[src/rtl/text_pkg.sv]
// Shared definitions for the text buffer controller: geometry defaults,
// fill/control codes, cursor glyph, FSM state encoding and address helpers.
package text_pkg;

   localparam int unsigned DEF_ROWS  = 7;
   localparam int unsigned DEF_COLS  = 20;
   localparam logic [7:0]  DEF_BLANK = 8'h20;

   localparam logic [7:0] CODE_BS = 8'h08;
   localparam logic [7:0] CODE_LF = 8'h0A;
   localparam logic [7:0] CODE_FF = 8'h0C;
   localparam logic [7:0] CODE_CR = 8'h0D;

   localparam logic [7:0] PRINT_LO = 8'h20;
   localparam logic [7:0] PRINT_HI = 8'h7E;

   localparam logic [7:0] CURSOR_GLYPH = 8'h5F;

   typedef enum logic [2:0] {
      IDLE,
      WRITE,
      CLEAR,
      SCROLL_RD,
      SCROLL_WR,
      SCROLL_FILL
   } state_t;

   // True for codes that are stored in the buffer as visible characters.
   function automatic logic is_printable(input logic [7:0] code);
      return (code >= PRINT_LO) && (code <= PRINT_HI);
   endfunction

   // Linear cell index row*cols+col, kept to 8 bits.
   function automatic logic [7:0] cell_addr(input logic [7:0] row,
                                            input logic [7:0] col,
                                            input logic [7:0] cols);
      logic [15:0] prod;
      prod = {8'b0, row} * {8'b0, cols};
      return prod[7:0] + col;
   endfunction

endpackage

[src/rtl/text_ram.sv]
// Character cell store: port A is a synchronous read-only display port,
// port B a synchronous read/write port owned by the controller FSM.
module text_ram
   import text_pkg::*;
#(
   parameter int unsigned DEPTH = DEF_ROWS * DEF_COLS
) (
   input  logic       clk,
   input  logic [7:0] addr_a,
   output logic [7:0] rdata_a,
   input  logic [7:0] addr_b,
   input  logic       we_b,
   input  logic [7:0] wdata_b,
   output logic [7:0] rdata_b
);

   logic [7:0] mem [DEPTH];

   // Display read port, one cycle latency, never stalled by port B.
   always_ff @(posedge clk) begin
      rdata_a <= mem[addr_a];
   end

   // Controller port: read-before-write, no reset on contents.
   always_ff @(posedge clk) begin
      if (we_b) begin
         mem[addr_b] <= wdata_b;
      end
      rdata_b <= mem[addr_b];
   end

endmodule

[src/rtl/text_buffer_ctrl.sv]
// Character-cell text buffer controller: accepts printable and control codes,
// maintains a cursor, scrolls and clears the buffer, and serves a display
// read port. Optional cursor blink overlay: define TEXT_CURSOR_BLINK_EN.
module text_buffer_ctrl
   import text_pkg::*;
#(
   parameter int unsigned ROWS  = DEF_ROWS,
   parameter int unsigned COLS  = DEF_COLS,
   parameter logic [7:0]  BLANK = DEF_BLANK
) (
   input  logic       clk,
   input  logic       reset,
   input  logic       char_valid,
   input  logic [7:0] char_data,
   output logic       char_ready,
   input  logic       frame_tick,
   input  logic [3:0] rin,
   input  logic [5:0] cin,
   output logic [7:0] charout,
   output logic [2:0] cursor_row,
   output logic [4:0] cursor_col,
   output logic       busy
);

   localparam logic [7:0] LAST_CELL = 8'(ROWS * COLS - 1);
   localparam logic [7:0] LAST_COPY = 8'((ROWS - 1) * COLS - 1);
   localparam logic [7:0] COLS8     = 8'(COLS);
   localparam logic [2:0] LAST_ROW  = 3'(ROWS - 1);
   localparam logic [4:0] LAST_COL  = 5'(COLS - 1);

   state_t     state;
   state_t     next_state;
   logic [7:0] idx;
   logic [7:0] pend_char;
   logic       pend_adv;

   logic       accept;
   logic       is_nl;
   logic       at_origin;
   logic       at_last_cell;

   logic       ram_we;
   logic [7:0] ram_addr;
   logic [7:0] ram_wdata;
   logic [7:0] ram_rdata;

   logic       disp_oob;
   logic [7:0] disp_addr;
   logic [7:0] disp_data;
   logic       oob_q;
   logic       hit_q;
   logic       blink_phase;

   assign accept       = char_valid && char_ready;
   assign is_nl        = (char_data == CODE_LF) || (char_data == CODE_CR);
   assign at_origin    = (cursor_row == 3'd0) && (cursor_col == 5'd0);
   assign at_last_cell = (cursor_row == LAST_ROW) && (cursor_col == LAST_COL);

   // State register; reset lands in CLEAR so the buffer is wiped after release.
   always_ff @(posedge clk or posedge reset) begin
      if (reset) begin
         state <= CLEAR;
      end else begin
         state <= next_state;
      end
   end

   // Next-state decode.
   always_comb begin
      next_state = state;
      case (state)
         IDLE: begin
            if (accept) begin
               if (is_printable(char_data)) begin
                  next_state = WRITE;
               end else if (char_data == CODE_BS) begin
                  if (!at_origin) next_state = WRITE;
               end else if (is_nl) begin
                  if (cursor_row == LAST_ROW) next_state = SCROLL_RD;
               end else if (char_data == CODE_FF) begin
                  next_state = CLEAR;
               end
            end
         end
         WRITE: begin
            if (pend_adv && at_last_cell) next_state = SCROLL_RD;
            else                          next_state = IDLE;
         end
         CLEAR: begin
            if (idx == LAST_CELL) next_state = IDLE;
         end
         SCROLL_RD: begin
            next_state = SCROLL_WR;
         end
         SCROLL_WR: begin
            if (idx == LAST_COPY) next_state = SCROLL_FILL;
            else                  next_state = SCROLL_RD;
         end
         SCROLL_FILL: begin
            if (idx == LAST_CELL) next_state = IDLE;
         end
         default: next_state = CLEAR;
      endcase
   end

   // Output decode: handshake, busy flag and RAM port B controls.
   always_comb begin
      char_ready = 1'b0;
      busy       = 1'b0;
      ram_we     = 1'b0;
      ram_addr   = idx;
      ram_wdata  = BLANK;
      case (state)
         IDLE: begin
            char_ready = 1'b1;
         end
         WRITE: begin
            ram_we    = 1'b1;
            ram_addr  = cell_addr(8'(cursor_row), 8'(cursor_col), COLS8);
            ram_wdata = pend_char;
         end
         CLEAR: begin
            busy   = 1'b1;
            ram_we = 1'b1;
         end
         SCROLL_RD: begin
            busy     = 1'b1;
            ram_addr = idx + COLS8;
         end
         SCROLL_WR: begin
            busy      = 1'b1;
            ram_we    = 1'b1;
            ram_wdata = ram_rdata;
         end
         SCROLL_FILL: begin
            busy   = 1'b1;
            ram_we = 1'b1;
         end
         default: begin
            busy = 1'b1;
         end
      endcase
   end

   // Cursor, sweep index and pending write; backspace moves the cursor on
   // acceptance so the WRITE cycle blanks the new position without advancing.
   always_ff @(posedge clk or posedge reset) begin
      if (reset) begin
         cursor_row <= '0;
         cursor_col <= '0;
         idx        <= '0;
         pend_char  <= BLANK;
         pend_adv   <= 1'b0;
      end else begin
         case (state)
            IDLE: begin
               if (accept) begin
                  if (is_printable(char_data)) begin
                     pend_char <= char_data;
                     pend_adv  <= 1'b1;
                  end else if (char_data == CODE_BS) begin
                     pend_char <= BLANK;
                     pend_adv  <= 1'b0;
                     if (cursor_col != 5'd0) begin
                        cursor_col <= cursor_col - 5'd1;
                     end else if (cursor_row != 3'd0) begin
                        cursor_row <= cursor_row - 3'd1;
                        cursor_col <= LAST_COL;
                     end
                  end else if (is_nl) begin
                     cursor_col <= '0;
                     if (cursor_row == LAST_ROW) idx <= '0;
                     else                        cursor_row <= cursor_row + 3'd1;
                  end else if (char_data == CODE_FF) begin
                     cursor_row <= '0;
                     cursor_col <= '0;
                     idx        <= '0;
                  end
               end
            end
            WRITE: begin
               if (pend_adv) begin
                  if (cursor_col == LAST_COL) begin
                     cursor_col <= '0;
                     if (cursor_row == LAST_ROW) idx <= '0;
                     else                        cursor_row <= cursor_row + 3'd1;
                  end else begin
                     cursor_col <= cursor_col + 5'd1;
                  end
               end
            end
            CLEAR, SCROLL_FILL: begin
               if (idx == LAST_CELL) idx <= '0;
               else                  idx <= idx + 8'd1;
            end
            SCROLL_WR: begin
               idx <= idx + 8'd1;
            end
            default: begin
            end
         endcase
      end
   end

   assign disp_oob  = (32'(rin) >= ROWS) || (32'(cin) >= COLS);
   assign disp_addr = disp_oob ? '0 : cell_addr(8'(rin), 8'(cin), COLS8);

   // Display-side flags aligned with the registered RAM read.
   always_ff @(posedge clk or posedge reset) begin
      if (reset) begin
         oob_q <= 1'b1;
         hit_q <= 1'b0;
      end else begin
         oob_q <= disp_oob;
         hit_q <= (rin == {1'b0, cursor_row}) && (cin == {1'b0, cursor_col});
      end
   end

`ifdef TEXT_CURSOR_BLINK_EN
   logic [4:0] frame_cnt;

   // Blink phase flips once every 32 frame ticks.
   always_ff @(posedge clk or posedge reset) begin
      if (reset) begin
         frame_cnt   <= '0;
         blink_phase <= 1'b0;
      end else if (frame_tick) begin
         frame_cnt <= frame_cnt + 5'd1;
         if (frame_cnt == 5'd31) blink_phase <= ~blink_phase;
      end
   end
`else
   logic unused_frame_tick;
   assign blink_phase       = 1'b0;
   assign unused_frame_tick = frame_tick;
`endif

   // Display output mux: blank outside the grid, optional cursor overlay.
   always_comb begin
      if (oob_q)                     charout = BLANK;
      else if (blink_phase && hit_q) charout = CURSOR_GLYPH;
      else                           charout = disp_data;
   end

   text_ram #(
      .DEPTH (ROWS * COLS)
   ) u_ram (
      .clk     (clk),
      .addr_a  (disp_addr),
      .rdata_a (disp_data),
      .addr_b  (ram_addr),
      .we_b    (ram_we),
      .wdata_b (ram_wdata),
      .rdata_b (ram_rdata)
   );

endmodule

[config.mk]
export PLATFORM = sky130hd
export DESIGN_NAME = text_buffer_ctrl
export DESIGN_NICKNAME = d
export VERILOG_FILES = /design/src/rtl/text_pkg.sv /design/src/rtl/text_ram.sv /design/src/rtl/text_buffer_ctrl.sv
export SDC_FILE = /design/constraint.sdc
export NUM_CORES = 2
export LEC_CHECK = 0
export CAP_MARGIN = 20
export CORE_ASPECT_RATIO = 1.5
export CORE_MARGIN = 2
export CORE_UTILIZATION = 29
export CTS_CLUSTER_SIZE = 24
export DETAILED_ROUTE_END_ITERATION = 16
export PLACE_DENSITY = 0.54
export SLEW_MARGIN = 20
export SYNTH_ARGS = -nofsm -noshare
export SYNTH_HDL_FRONTEND = slang
export SYNTH_SLANG_ARGS = --single-unit
export TNS_END_PERCENT = 1
[constraint.sdc]
create_clock -name clk -period 16.65 [get_ports clk]
set_clock_uncertainty 0.05 [all_clocks]
set_input_delay 4.995 -clock clk [delete_from_list [all_inputs] [get_ports clk]]
set_output_delay 4.995 -clock clk [all_outputs]
set_load 0.02 [all_outputs]
==> flow_metrics.tcl <==
set metrics [dict create \
    status "finished clean" \
    fmax_mhz 101 \
    grt_max_degree 143 \
    synthDistinctLibCells 87 \
    drt-vias-per-instance 6.06 \
    peakVddDrop_mv 0.0812 \
    drive_above_1_share 0.0881 \
    end_kind "register" \
    clkLatencyLatePin_ns 0.74 \
    initial_core_util 0.291 \
    netlist_instances 5312 \
    port_buffers 38 \
    cp_max_fo 28 \
    cts_root_buffer "clkbuf_16" \
    place_congestion 0.961 \
    worstPathArrival_ns 10.58 \
    cpMostUsedCell "buf_4" \
    grt_pass1_wl_mm 353 \
    overflow 0 \
    final.setup.tns_ns 0 \
    h-tree-depth 3 \
    die_x_um 373 \
    crit_path_max_incr_delay_ns 0.82 \
    ys_warn_count 0 \
    synth-edff-count 1120 \
    start_kind "primary input" \
    cts_buffers 109 \
    nNetsFinal 5224 \
    synthFlopType "edfxtp_1" \
    post-route-period-util 0.597 \
    power_density_nw_per_um2 91.4 \
    worst_pin_slew_ns 1.35 \
    grtUsageTotal 0.237 \
    clockBufferDepth 3 \
    cts_resized 0 \
    hold_viol_final 0 \
    drv_cap 0 \
    synth_seq_cells 1165 \
    cp_slowest_cell "nand2_1" \
    path_clk_slew_ns 0.07 \
    dp_hpwl_mm 160 \
    post_cts_buffers 0 \
    die_area_um2 208000 \
    antenna_found_initial 13 \
    core-area_um2 203000 \
    cp_num_buf_inv 4 \
    vias 48100 \
    yosys.area.top_type_share 0.568 \
    setup_ws_ns 6.71 \
    leakagePower_nw 22.0 \
    drt_iter0_markers 6620 \
    area_growth_pct 11.9 \
    die_height_um 558 \
    async_flop_share 0.0249 \
    setup_viol 0 \
    syn_area_um2 59200 \
    cts.sinks 1165 \
    drc 0 \
    hold_class "register to register" \
    io_pins 40 \
    post_drt_wl_per_cell_um 32.3 \
    drt-pass1-iter-count 7 \
    path_cells "clkdlybuf4s50_1 > ha_4 > fa_1 > buf_4 > and3_2 > buf_4 > buf_4 > nand2_1 > a221o_1 > a41oi_1 > nand4_1 > nand4_1" \
    seq_area_frac_synth 0.585 \
    yosysTopAreaCell "edfxtp_1" \
    grt_pass1_vias 45700 \
    synth_area_leaders "edfxtp_1 57%, mux2i_1 7.9%, nand2_1 5.8%, nand3_1 2.8%, a211oi_1 2.6%" \
    drt.antenna.violating_nets 0 \
    cp_top_family "buffers and inverters" \
    cts_tree "yes" \
    slew_headroom 0.0964 \
    required_ns 17.30 \
    rows 203 \
    path_class "primary input to register" \
    fin_crit_ns 9.94 \
    synth.net_count 5360 \
    hold_buffers 0 \
    routed_wl_mm 256 \
    rsz0062_at_grt "false" \
    timing.hold.ws_ns 0.421 \
    final-max-slew-violation-count 0 \
    pre_cts_ws_ns 6.18 \
    synth.avg_cell_area_um2 11.2 \
]
[kinds of logic after synthesis]
| group | synth area share |
|---|---|
| AND/OR/NAND/NOR | 0.142 |
| flip-flops | 0.585 |
| AO/OA/AOI/OAI | 0.137 |
| buffers and inverters | 0.0403 |
| multiplexers | 0.0880 |
| adder cells (fa/ha/maj) | 0.00587 |
| XOR/XNOR | 0.00222 |
[stage by stage]
stage / util / area, µm² / power [mW] / std cells
after detailed placement: 0.308 / 62600 / 3.52 / 7725
after global routing: 0.326 / 66300 / 6.17 / 7936
after global placement: 0.307 / 62500 / 3.52 / 7722
final: 0.326 / 66300 / 6.06 / 7939
after floorplan: - / 59200 / 3.38 / 5312
after CTS: 0.325 / 66200 / 6.06 / 7928
[flip-flops by register name, indices dropped and copies added (netlist names)]
name	cells
cursor_col	5
cursor_row	3
idx	8
oob_q	1
pend_adv	1
pend_char	8
state	3
u_ram.mem	1120
u_ram.rdata_a	8
u_ram.rdata_b	8
[layout make-up]
cell class	count	area [µm²]
Sequential cell	1165	34700
Clock buffer	132	2920
Antenna cell	6	15.0
Inverter	90	343
Timing Repair Buffer	191	1720
Fill cell	20300	137000
Multi-Input combinational cell	3619	22700
Clock inverter	71	647
Tap cell	2665	3330
[synthesized netlist by cell type (all sizes together), types with 7 or more instances]
cell / count
o2111ai: 14
or3: 16
and2: 9
o32ai: 7
edfxtp: 1120
clkbuf: 182
nand2: 919
o211ai: 44
nor2: 399
dfxtp: 16
a311oi: 85
mux2: 21
or2: 22
a31oi: 35
a22o: 8
and3: 14
o311ai: 21
a21o: 8
nor3: 101
nor2b: 18
a41oi: 13
buf: 256
inv: 89
nand3b: 8
a22oi: 31
nor4: 38
a32oi: 68
mux4: 12
a211oi: 205
a21oi: 214
xor2: 7
a221o: 24
dfrtp: 26
o21ai: 122
o22ai: 60
xnor2: 8
mux2i: 470
ha: 23
a221oi: 60
nand2b: 17
o31ai: 23
nand4: 36
nand3: 335
o221ai: 25
a2111oi: 16
[placed cells by master (no fill, tap or decap), drive strengths merged, types with 53 or more instances in the layout]
master	instances
edfxtp	1120
nand2	919
mux2i	470
nor2	399
nand3	335
a21oi	214
a211oi	205
buf	155
clkbuf	132
o21ai	122
nor3	101
inv	95
a311oi	85
a32oi	68
o22ai	60
a221oi	60
clkinv	53
[per-layer routing]
layer,track usage,up-vias,routed length [µm],share of wire
li1,-,20000,-,-
met2,0.386,3330,118000,0.46
met5,0.00138,-,132,0.00052
met3,0.0452,892,25000,0.098
met4,0.199,20,25000,0.098
met1,0.271,23900,88200,0.34
[path summary, 6_finish.rpt]
path | startpoint | to | slack, ns | depth (start not counted)
min in group asynchronous | reset | cursor_row[0] | 4.60 | 3
worst min-delay path | pend_char[5] | pend_char[5] | 0.42 | 2
worst max-delay path | rin[0] | u_ram.rdata_a[3] | 6.71 | 12
worst min register to register | pend_char[5] | pend_char[5] | 0.42 | 2
max in group asynchronous | reset | idx[0] | 11.60 | 3
worst max register to register | state[1] | u_ram.rdata_b[1] | 9.73 | 11
[power breakdown]
part	internal, mW	switching [mW]	total [mW]
combinational	0.0759	0.228	0.304
clock	1.42	1.18	2.59
sequential	3.16	0.00218	3.17
[worst reg2reg max path, stage by stage, from the launching register on]
cell      delay, ns
dfstp_2        0.51
buf_4          0.42
or3b_4         0.65
a21o_4         0.67
buf_12         0.60
buf_4          0.69
buf_4          0.71
nand3_1        0.14
a311oi_1       0.97
nor3_1         0.20
nor3_1         0.81
o211ai_1       0.30
(Power assumes the default switching activity.)
